### src/rtl/uart_pkg.sv
// Shared types and defaults for the UART transmit-side blocks.
package uart_pkg;

  typedef enum logic [1:0] {ARB_IDLE, ARB_SEND, ARB_WAIT} arb_state_e;

  localparam int UART_DATA_W      = 8;
  localparam int UART_ARB_TIMEOUT = 4096;

endpackage

### src/rtl/uart_tx_arb_if.sv
// Requester-side and transmitter-side handshake bundle of the UART TX arbiter.
interface uart_tx_arb_if
  import uart_pkg::*;
#(
  parameter int NUM_REQ = 4,
  parameter int DATA_W  = UART_DATA_W
);
  logic [NUM_REQ-1:0]        req;
  logic [NUM_REQ*DATA_W-1:0] req_data;
  logic [NUM_REQ-1:0]        req_ack;
  logic                      tx_send_req;
  logic [DATA_W-1:0]         tx_din;
  logic                      tx_send_ack;
  logic                      tx_done;

  modport master (
    input  req, req_data, tx_send_ack, tx_done,
    output req_ack, tx_send_req, tx_din
  );

  modport slave (
    output req, req_data, tx_send_ack, tx_done,
    input  req_ack, tx_send_req, tx_din
  );
endinterface

### src/rtl/uart_rr_arb.sv
// Combinational round-robin picker: first set req bit after last_grant, wrapping.
module uart_rr_arb #(
  parameter int NUM_REQ = 4
) (
  input  logic [NUM_REQ-1:0]         req,
  input  logic [$clog2(NUM_REQ)-1:0] last_grant,
  output logic                       gnt_valid,
  output logic [$clog2(NUM_REQ)-1:0] gnt_idx
);
  localparam int IDX_W = $clog2(NUM_REQ);

  logic [IDX_W-1:0] cand;

  // Scan farthest-to-nearest so the nearest hit after last_grant wins.
  always_comb begin
    gnt_valid = 1'b0;
    gnt_idx   = '0;
    cand      = '0;
    for (int i = NUM_REQ; i >= 1; i--) begin
      cand = IDX_W'((int'(last_grant) + i) % NUM_REQ);
      if (req[cand]) begin
        gnt_valid = 1'b1;
        gnt_idx   = cand;
      end
    end
  end
endmodule

### src/rtl/uart_tx_arb.sv
// Round-robin arbiter sharing one UART transmitter among NUM_REQ requesters.
// Optional watchdog abort enabled by defining UART_TX_ARB_TIMEOUT_EN.
module uart_tx_arb
  import uart_pkg::*;
#(
  parameter int NUM_REQ     = 4,
  parameter int DATA_W      = UART_DATA_W,
  parameter int TIMEOUT_CYC = UART_ARB_TIMEOUT
) (
  input  logic                       clk,
  input  logic                       rst,
  uart_tx_arb_if.master              bus,
  output logic                       busy,
  output logic [$clog2(NUM_REQ)-1:0] grant_id,
  output logic                       timeout_err
);
  localparam int IDX_W = $clog2(NUM_REQ);

  arb_state_e        state, state_d;
  logic [IDX_W-1:0]  last_grant;
  logic              gnt_valid;
  logic [IDX_W-1:0]  gnt_idx;
  logic              grant_ld;
  logic              ack_fire;
  logic              abort;
  logic [NUM_REQ-1:0] req_ack_r;
  logic [DATA_W-1:0] tx_din_r;
  logic [DATA_W-1:0] req_byte [NUM_REQ];

  for (genvar g = 0; g < NUM_REQ; g++) begin : g_bytes
    assign req_byte[g] = bus.req_data[g*DATA_W +: DATA_W];
  end

  uart_rr_arb #(.NUM_REQ(NUM_REQ)) u_rr (
    .req        (bus.req),
    .last_grant (last_grant),
    .gnt_valid  (gnt_valid),
    .gnt_idx    (gnt_idx)
  );

`ifdef UART_TX_ARB_TIMEOUT_EN
  localparam int CNT_W = $clog2(TIMEOUT_CYC);
  logic [CNT_W-1:0] wd_cnt;
  logic             wd_expired;
  assign wd_expired = (wd_cnt == CNT_W'(TIMEOUT_CYC - 1));
`endif

  always_ff @(posedge clk) begin
    if (rst) state <= ARB_IDLE;
    else     state <= state_d;
  end

  always_comb begin
    state_d  = state;
    grant_ld = 1'b0;
    ack_fire = 1'b0;
    abort    = 1'b0;
    case (state)
      ARB_IDLE: begin
        if (gnt_valid) begin
          grant_ld = 1'b1;
          state_d  = ARB_SEND;
        end
      end
      ARB_SEND: begin
        if (bus.tx_send_ack) begin
          ack_fire = 1'b1;
          state_d  = ARB_WAIT;
        end
`ifdef UART_TX_ARB_TIMEOUT_EN
        else if (wd_expired) begin
          abort   = 1'b1;
          state_d = ARB_IDLE;
        end
`endif
      end
      ARB_WAIT: begin
        if (bus.tx_done) begin
          state_d = ARB_IDLE;
        end
`ifdef UART_TX_ARB_TIMEOUT_EN
        else if (wd_expired) begin
          abort   = 1'b1;
          state_d = ARB_IDLE;
        end
`endif
      end
      default: state_d = ARB_IDLE;
    endcase
  end

  // Grant capture, acknowledge pulse and round-robin pointer update.
  always_ff @(posedge clk) begin
    if (rst) begin
      tx_din_r   <= '0;
      grant_id   <= '0;
      req_ack_r  <= '0;
      last_grant <= IDX_W'(NUM_REQ - 1);
    end else begin
      req_ack_r <= '0;
      if (grant_ld) begin
        tx_din_r <= req_byte[gnt_idx];
        grant_id <= gnt_idx;
      end
      if (ack_fire) begin
        req_ack_r[grant_id] <= 1'b1;
        last_grant          <= grant_id;
      end
      if (abort) begin
        last_grant <= grant_id;
      end
    end
  end

`ifdef UART_TX_ARB_TIMEOUT_EN
  always_ff @(posedge clk) begin
    if (rst) begin
      wd_cnt      <= '0;
      timeout_err <= 1'b0;
    end else begin
      timeout_err <= abort;
      if (state_d != state)      wd_cnt <= '0;
      else if (state != ARB_IDLE) wd_cnt <= wd_cnt + 1'b1;
    end
  end
`else
  logic unused_timeout_cfg;
  assign unused_timeout_cfg = ^TIMEOUT_CYC;
  assign timeout_err        = 1'b0;
`endif

  assign bus.tx_send_req = (state == ARB_SEND);
  assign bus.tx_din      = tx_din_r;
  assign bus.req_ack     = req_ack_r;
  assign busy            = (state != ARB_IDLE);
endmodule

### src/flat_wrapper.sv
// flat-port wrapper written by rule: the top's interface ports become plain ports
module uart_tx_arb_flat import uart_pkg::*;
#(
  parameter int NUM_REQ     = 4,
  parameter int DATA_W      = UART_DATA_W,
  parameter int TIMEOUT_CYC = UART_ARB_TIMEOUT
)
  (clk, rst, busy, grant_id, timeout_err, bus_req, bus_req_data, bus_tx_send_ack, bus_tx_done, bus_req_ack, bus_tx_send_req, bus_tx_din);
  uart_tx_arb_if #(.NUM_REQ(NUM_REQ), .DATA_W(DATA_W)) bus_i ();
  input  logic clk;
  input  logic rst;
  output logic busy;
  output logic [$clog2(NUM_REQ)-1:0] grant_id;
  output logic timeout_err;
  input wire logic [$bits(bus_i.req)-1:0] bus_req;
  input wire logic [$bits(bus_i.req_data)-1:0] bus_req_data;
  input wire logic [$bits(bus_i.tx_send_ack)-1:0] bus_tx_send_ack;
  input wire logic [$bits(bus_i.tx_done)-1:0] bus_tx_done;
  output wire logic [$bits(bus_i.req_ack)-1:0] bus_req_ack;
  output wire logic [$bits(bus_i.tx_send_req)-1:0] bus_tx_send_req;
  output wire logic [$bits(bus_i.tx_din)-1:0] bus_tx_din;
  assign bus_i.req = bus_req;
  assign bus_i.req_data = bus_req_data;
  assign bus_i.tx_send_ack = bus_tx_send_ack;
  assign bus_i.tx_done = bus_tx_done;
  assign bus_req_ack = bus_i.req_ack;
  assign bus_tx_send_req = bus_i.tx_send_req;
  assign bus_tx_din = bus_i.tx_din;
  uart_tx_arb #(.NUM_REQ(NUM_REQ), .DATA_W(DATA_W), .TIMEOUT_CYC(TIMEOUT_CYC)) u_core (.clk(clk), .rst(rst), .bus(bus_i), .busy(busy), .grant_id(grant_id), .timeout_err(timeout_err));
endmodule
### config.mk
export PLATFORM = sky130hd
export DESIGN_NAME = uart_tx_arb_flat
export DESIGN_NICKNAME = d
export VERILOG_FILES = /design/src/rtl/uart_pkg.sv /design/src/rtl/uart_tx_arb_if.sv /design/src/rtl/uart_rr_arb.sv /design/src/rtl/uart_tx_arb.sv /design/src/flat_wrapper.sv
export SDC_FILE = /design/constraint.sdc
export NUM_CORES = 1
export LEC_CHECK = 0
export CAP_MARGIN = 10
export CORE_ASPECT_RATIO = 1.75
export CORE_MARGIN = 2
export CORE_UTILIZATION = 33
export CTS_CLUSTER_DIAMETER = 100
export DETAILED_ROUTE_END_ITERATION = 12
export PLACE_DENSITY = 0.8
export SLEW_MARGIN = 20
export SYNTH_ARGS = -nofsm -noshare
export SYNTH_HDL_FRONTEND = slang
export SYNTH_HIERARCHICAL = 1
export SYNTH_SLANG_ARGS = --single-unit
### constraint.sdc
create_clock -name clk -period 1.7 [get_ports clk]
set_input_delay 0.425 -clock clk [delete_from_list [all_inputs] [get_ports clk]]
set_output_delay 0.425 -clock clk [all_outputs]
set_load 0.05 [all_outputs]
* After elaboration in Yosys (flattened, before gate mapping)
Index checks and enable logic that the tools add are counted.
** Word-level totals
- Output and inout bits :: 17
- Register bits :: 18
- Logic and storage cells :: 57
- Input port bits :: 40
** Cells by class
- Reduce and logical (&&, ||, !) cells :: 5
- Order comparisons :: 7
- Bitwise operators :: 2
- Add/subtract/negate cells :: 4
- Equal/unequal tests :: 5
- Muxes and demuxes :: 29
** Operator list (count)
- binary-select mux 8 bit (select 2 bit) :: 1
- two-way mux 8 bit :: 2
- less-than comparator 2 x 3 -> 1 bit (second input constant) :: 5
- two-way mux 2 bit :: 7
- two-way mux 1 bit :: 13
- binary-select mux 1 bit (select 2 bit) :: 4
- one-hot mux 2 bit (3 select lines) :: 1
- adder 2 x 1 -> 2 bit (second input constant) :: 2
- adder 2 bit (second input constant) :: 2
- != test 2 bit (second input constant) :: 2
- >= comparator 3 bit (second input constant) :: 1
- inverter 2 -> 3 bit :: 1
- AND reduction 3 bit :: 1
- demux 1 bit (select 2 bit) :: 1
- == test 2 x 1 -> 1 bit (second input constant) :: 1
- == test 2 bit (second input constant) :: 1
- >= comparator 2 x 1 -> 1 bit (second input constant) :: 1
- zero test 2 bit :: 1
- != test 2 x 1 -> 1 bit (second input constant) :: 1
- nonzero test 2 bit :: 1
- OR reduction 2 bit :: 1
- logical AND 1 bit :: 1
- inverter 1 bit :: 1

* Longest topological paths before layout
- Depth after elaboration :: 11
- Mapped depth :: 7
- Gate-level depth less buffers :: 6

* By module
The synthesis kept the hierarchy.
** Modules (own cells, without submodules)
- uart_tx_arb :: area each 852.1 sq um, instances 1, sequential area each 360.3 sq um, cells an instance 82
- uart_rr_arb :: area each 91.3 sq um, instances 1, sequential area each 0.0 sq um, cells an instance 14

* Worst setup path before layout
No wires, ideal clock.
- Path kind :: input to register
- From :: input bus_req[2]
- To :: register u_core.tx_din_r[0] (netlist: u_core/bus.tx_din[0])
- Slack :: -41 ps
- Library setup time :: 134 ps
- Stages :: 7
- Data required time :: 1566 ps
- Path buffers :: 1
- Arrival :: 1607 ps
- Cells stage by stage :: and2b_1 > a21oi_2 > o221ai_2 > buf_6 > mux4_2 > nand2_1 > a21oi_1
** On the way
- Longest elaborated chain between the ends :: 10
- Elaborated cells on any way between the ends :: 22
- Those cells by class :: mux (21); bitwise (1)
** RTL lines
- start: declaration :: RTL line flat_wrapper.sv:15 : input wire logic [$bits(bus_i.req)-1:0] bus_req;
- binary-select mux 1 bit (select 2 bit) :: RTL line uart_rr_arb.sv:21 : if (req[cand]) begin
- two-way mux 1 bit (implied by the code) :: RTL line uart_rr_arb.sv:21
- two-way mux 2 bit (3 in series) :: RTL line uart_rr_arb.sv:21
- two-way mux 2 bit (*) :: RTL line uart_rr_arb.sv:21
- named net u_core.gnt_idx[0] :: RTL line uart_tx_arb.sv:22 : logic [IDX_W-1:0] gnt_idx;
- inverter 2 -> 3 bit (implied by the code) (*) :: RTL line uart_tx_arb.sv:102 : tx_din_r <= req_byte[gnt_idx];
- binary-select mux 8 bit (select 2 bit) (*) :: RTL line uart_tx_arb.sv:102
- two-way mux 8 bit (implied by the code) (*) (2 in series) :: RTL line uart_tx_arb.sv:102
- end signal: assignment :: RTL line uart_tx_arb.sv:102
- end: declaration :: RTL line uart_tx_arb.sv:27 : logic [DATA_W-1:0] tx_din_r;
Mark *: on every way through the listed nets, which the timed path passes. The rest lies on a longest branch. The select of a mux whose other input is x is not followed.
A chain may end at the register's enable or synchronous reset.

* Final worst setup path
- From :: input bus_req[2]
- To :: register u_core.tx_din_r[3] (netlist: u_core/bus.tx_din[3])
Same word-level chain as after synthesis.

==> run_results.csv <==
group,metric,value,unit
route,dr.pass1.iters,4,
synth,synthFlopType,"dfxtp_1",
clock_network,clockRootBuffer,"clkbuf_8",
route,wl_per_cell,13.6,um
synth,postSynthCellCount,96,
clock_network,clockBufferDepth,2,
place,gp_congestion,0.734,
pwr,sequentialPowerShare,37.8,%
final_layout,final_core_util,59.9,%
synth,ys_seq_area_share,38.2,%
critical_path,r2r-start,"u_core/last_grant[1]",
floorplan,dieArea,0.00332,sq mm
global_routing,grt_pass1_vias,983,
pwr,p_leak,0.696,nW
synth,ys_ff_latch,18,
timing,setup_ws,-0.0542,ns
pwr,switchingPower,0.429,mW
route,drtAntennaViolNets,0,
final_layout,final_common_cell,"clkdlybuf4s50_1",
clock_network,clock_sinks,18,
critical_path,critPathLaunchType,"input port",
run_status,status,"finished, violations left",
run_status,violations,"setup timing",
final_layout,area_delta_synth_final,72.7,%
synth,ys_types,26,
job,maxCapViolCount,0,
route,drt_iter0_markers,11,
min_path,min_from,"u_core/bus.tx_din[1]",
critical_path,critPathMaxFanout,4,
global_routing,antenna_found_initial,0,
route,drc,0,
timing,maxSlewHeadroom,61.1,%
pwr,fin_total_pwr,1.32,mW
pwr,pwr-share-clk,21.4,%
final_layout,regArea,362,sq um
final_layout,fill_cells,241,
timing,hold_violations,0,
global_routing,grt_pass1_wl,4120,um
timing,setup_viol,8,
timing,max_freq,0.570,GHz
min_path,min_path_type,"reg -> reg",
critical_path,crit_start,"bus_req[2]",
global_routing,track_usage,16.6,%
floorplan,ioPinCount,57,
clock_network,clk_latency,0.24,ns
critical_path,critPathRequiredTime,1.84,ns
synth,syn_area_per_cell,9.83,sq um
synth,synth_edf_count,0,
synth,yosys_warnings,6,
pwr,switching_share,32.6,%
route,drt_wl_total,2530,um
final_layout,diodes,0,
final_layout,drive_gt1_share,30.2,%
pwr,power_frac_comb,40.8,%
clock_network,htreeDepth,1,
route,vias_per_cell,5.12,
floorplan,start_util,34.7,%
timing,grt_setup_unrepaired,"yes",
final_layout,final_nets,201,
critical_path,end_kind,"register",
floorplan,die_w,44.4,um
floorplan,coreArea,0.00272,sq mm
final_layout,multiInputGateArea,551,sq um
global_routing,grt_start_max_net_pins,15,
synth,async_flop_share,0,%
pwr,vdd_drop_max,0.388,mV
timing,min_period,1.75,ns
clock_network,cts.clk_slew.worst_paths,0.06,ns
place,io_buffers,55,
clock_network,cts_tree,"built",
route,vias,953,
final_layout,final_cell_mix,"35 x clkdlybuf4s50_1, 22 x buf_4, 22 x nand2_1",
timing,finalCritPeriodShare,103,%
pwr,intPower,0.889,mW
timing,drv_slew,0,
timing,whs,0.458,ns
floorplan,die_y,74.7,um
clock_network,cts_buffers,3,
floorplan,num_rows,25,
critical_path,critPathArrivalTime,1.89,ns
timing,worst_slew_pin_slew,0.581,ns
critical_path,crit_type,"in -> reg",
place,dp_hpwl,2080,um
global_routing,overflow,0,
synth,synth_area,943,sq um
timing,fin_skew,0.00165,ns
pwr,p_per_area,809,mW/mm^2
synth,syn-num-nets,136,
## synthesized netlist by cell type (2+ instances only)
library cell  instances  area, sq um
nand2_1              23         86.3
nand2b_1              6         37.5
a21oi_1              13         65.1
nor2_1                4         15.0
mux4_2                8          180
mux2i_1               3         30.0
a21oi_2               2         17.5
buf_6                 2         22.5
dfxtp_1              18          360
## layout make-up
type,instances,share of cell area (%)
timing repair buffer,65,39.2
multi-input combinational,72,33.8
sequential,18,22.2
clock buffer,3,2.53
tap,27,2.07
inverter,1,0.230
## what timing repair did
action,4_1_cts,5_1_grt
resized for setup,14,2
setup buffers,2,2
cloned,1,0
endpoints found under the setup margin,10,8
hold buffers,0,0
pin swaps,3,2
## path summary, 6_finish.rpt
path | end | slack (ns) | cells past startpoint
hold reg to reg | u_core/bus.tx_din[1] | 0.46 | 2
hold / removal | u_core/bus.tx_din[1] | 0.46 | 2
setup reg to reg | u_core/bus.tx_din[3] | -0.04 | 8
setup / recovery | u_core/bus.tx_din[3] | -0.05 | 9
## worst max-delay path: stages
cell	delay (ns)
buf_8	0.09
and2b_1	0.22
a21oi_2	0.05
o221ai_2	0.21
buf_4	0.15
clkbuf_16	0.13
mux4_2	0.48
nand2_1	0.08
a21oi_1	0.05
## routing by layer
layer	track usage [%]	up-vias	wire length [um]
met1	19.1	458	915
met2	29.2	28	1460
met3	2.64	4	101
met5	0	-	0
met4	7.74	0	45
li1	-	463	-
## metrics by stage
step | setup WS, ns | instance area [sq um] | TNS (ns) | cells
finish | -0.0542 | 1630 | -0.210 | 186
global route | -0.161 | 1630 | -1.04 | 186
CTS | -0.176 | 1640 | -0.639 | 185
detailed placement | -0.640 | 1540 | -5.89 | 179
global placement | -0.556 | 1540 | -5.11 | 179
floorplan | -0.0408 | 943 | -0.326 | 96
## power by group through the flow
stage	Sequential (mW)	Clock, mW	Combinational [mW]
floorplan	0.602	0	0.213
global placement	0.505	0	0.514
detailed placement	0.507	0	0.522
CTS	0.499	0.287	0.549
global route	0.505	0.310	0.572
finish	0.498	0.282	0.538
## registers in the layout (all words and copies together) (netlist names)
| name | cells |
|---|---|
| u_core/bus.req_ack | 4 |
| u_core/state | 2 |
| u_core/bus.tx_din | 8 |
| u_core/last_grant | 2 |
| u_core/grant_id | 2 |
## cell families after synthesis
family	Yosys count	synth area share, %
flops	18	38.2
buf+inv	6	4.51
compound gates	17	11.0
other cells	1	0.397
mux	11	22.3
simple gates	43	23.6
Note: power is estimated with default switching activity, not from simulation.
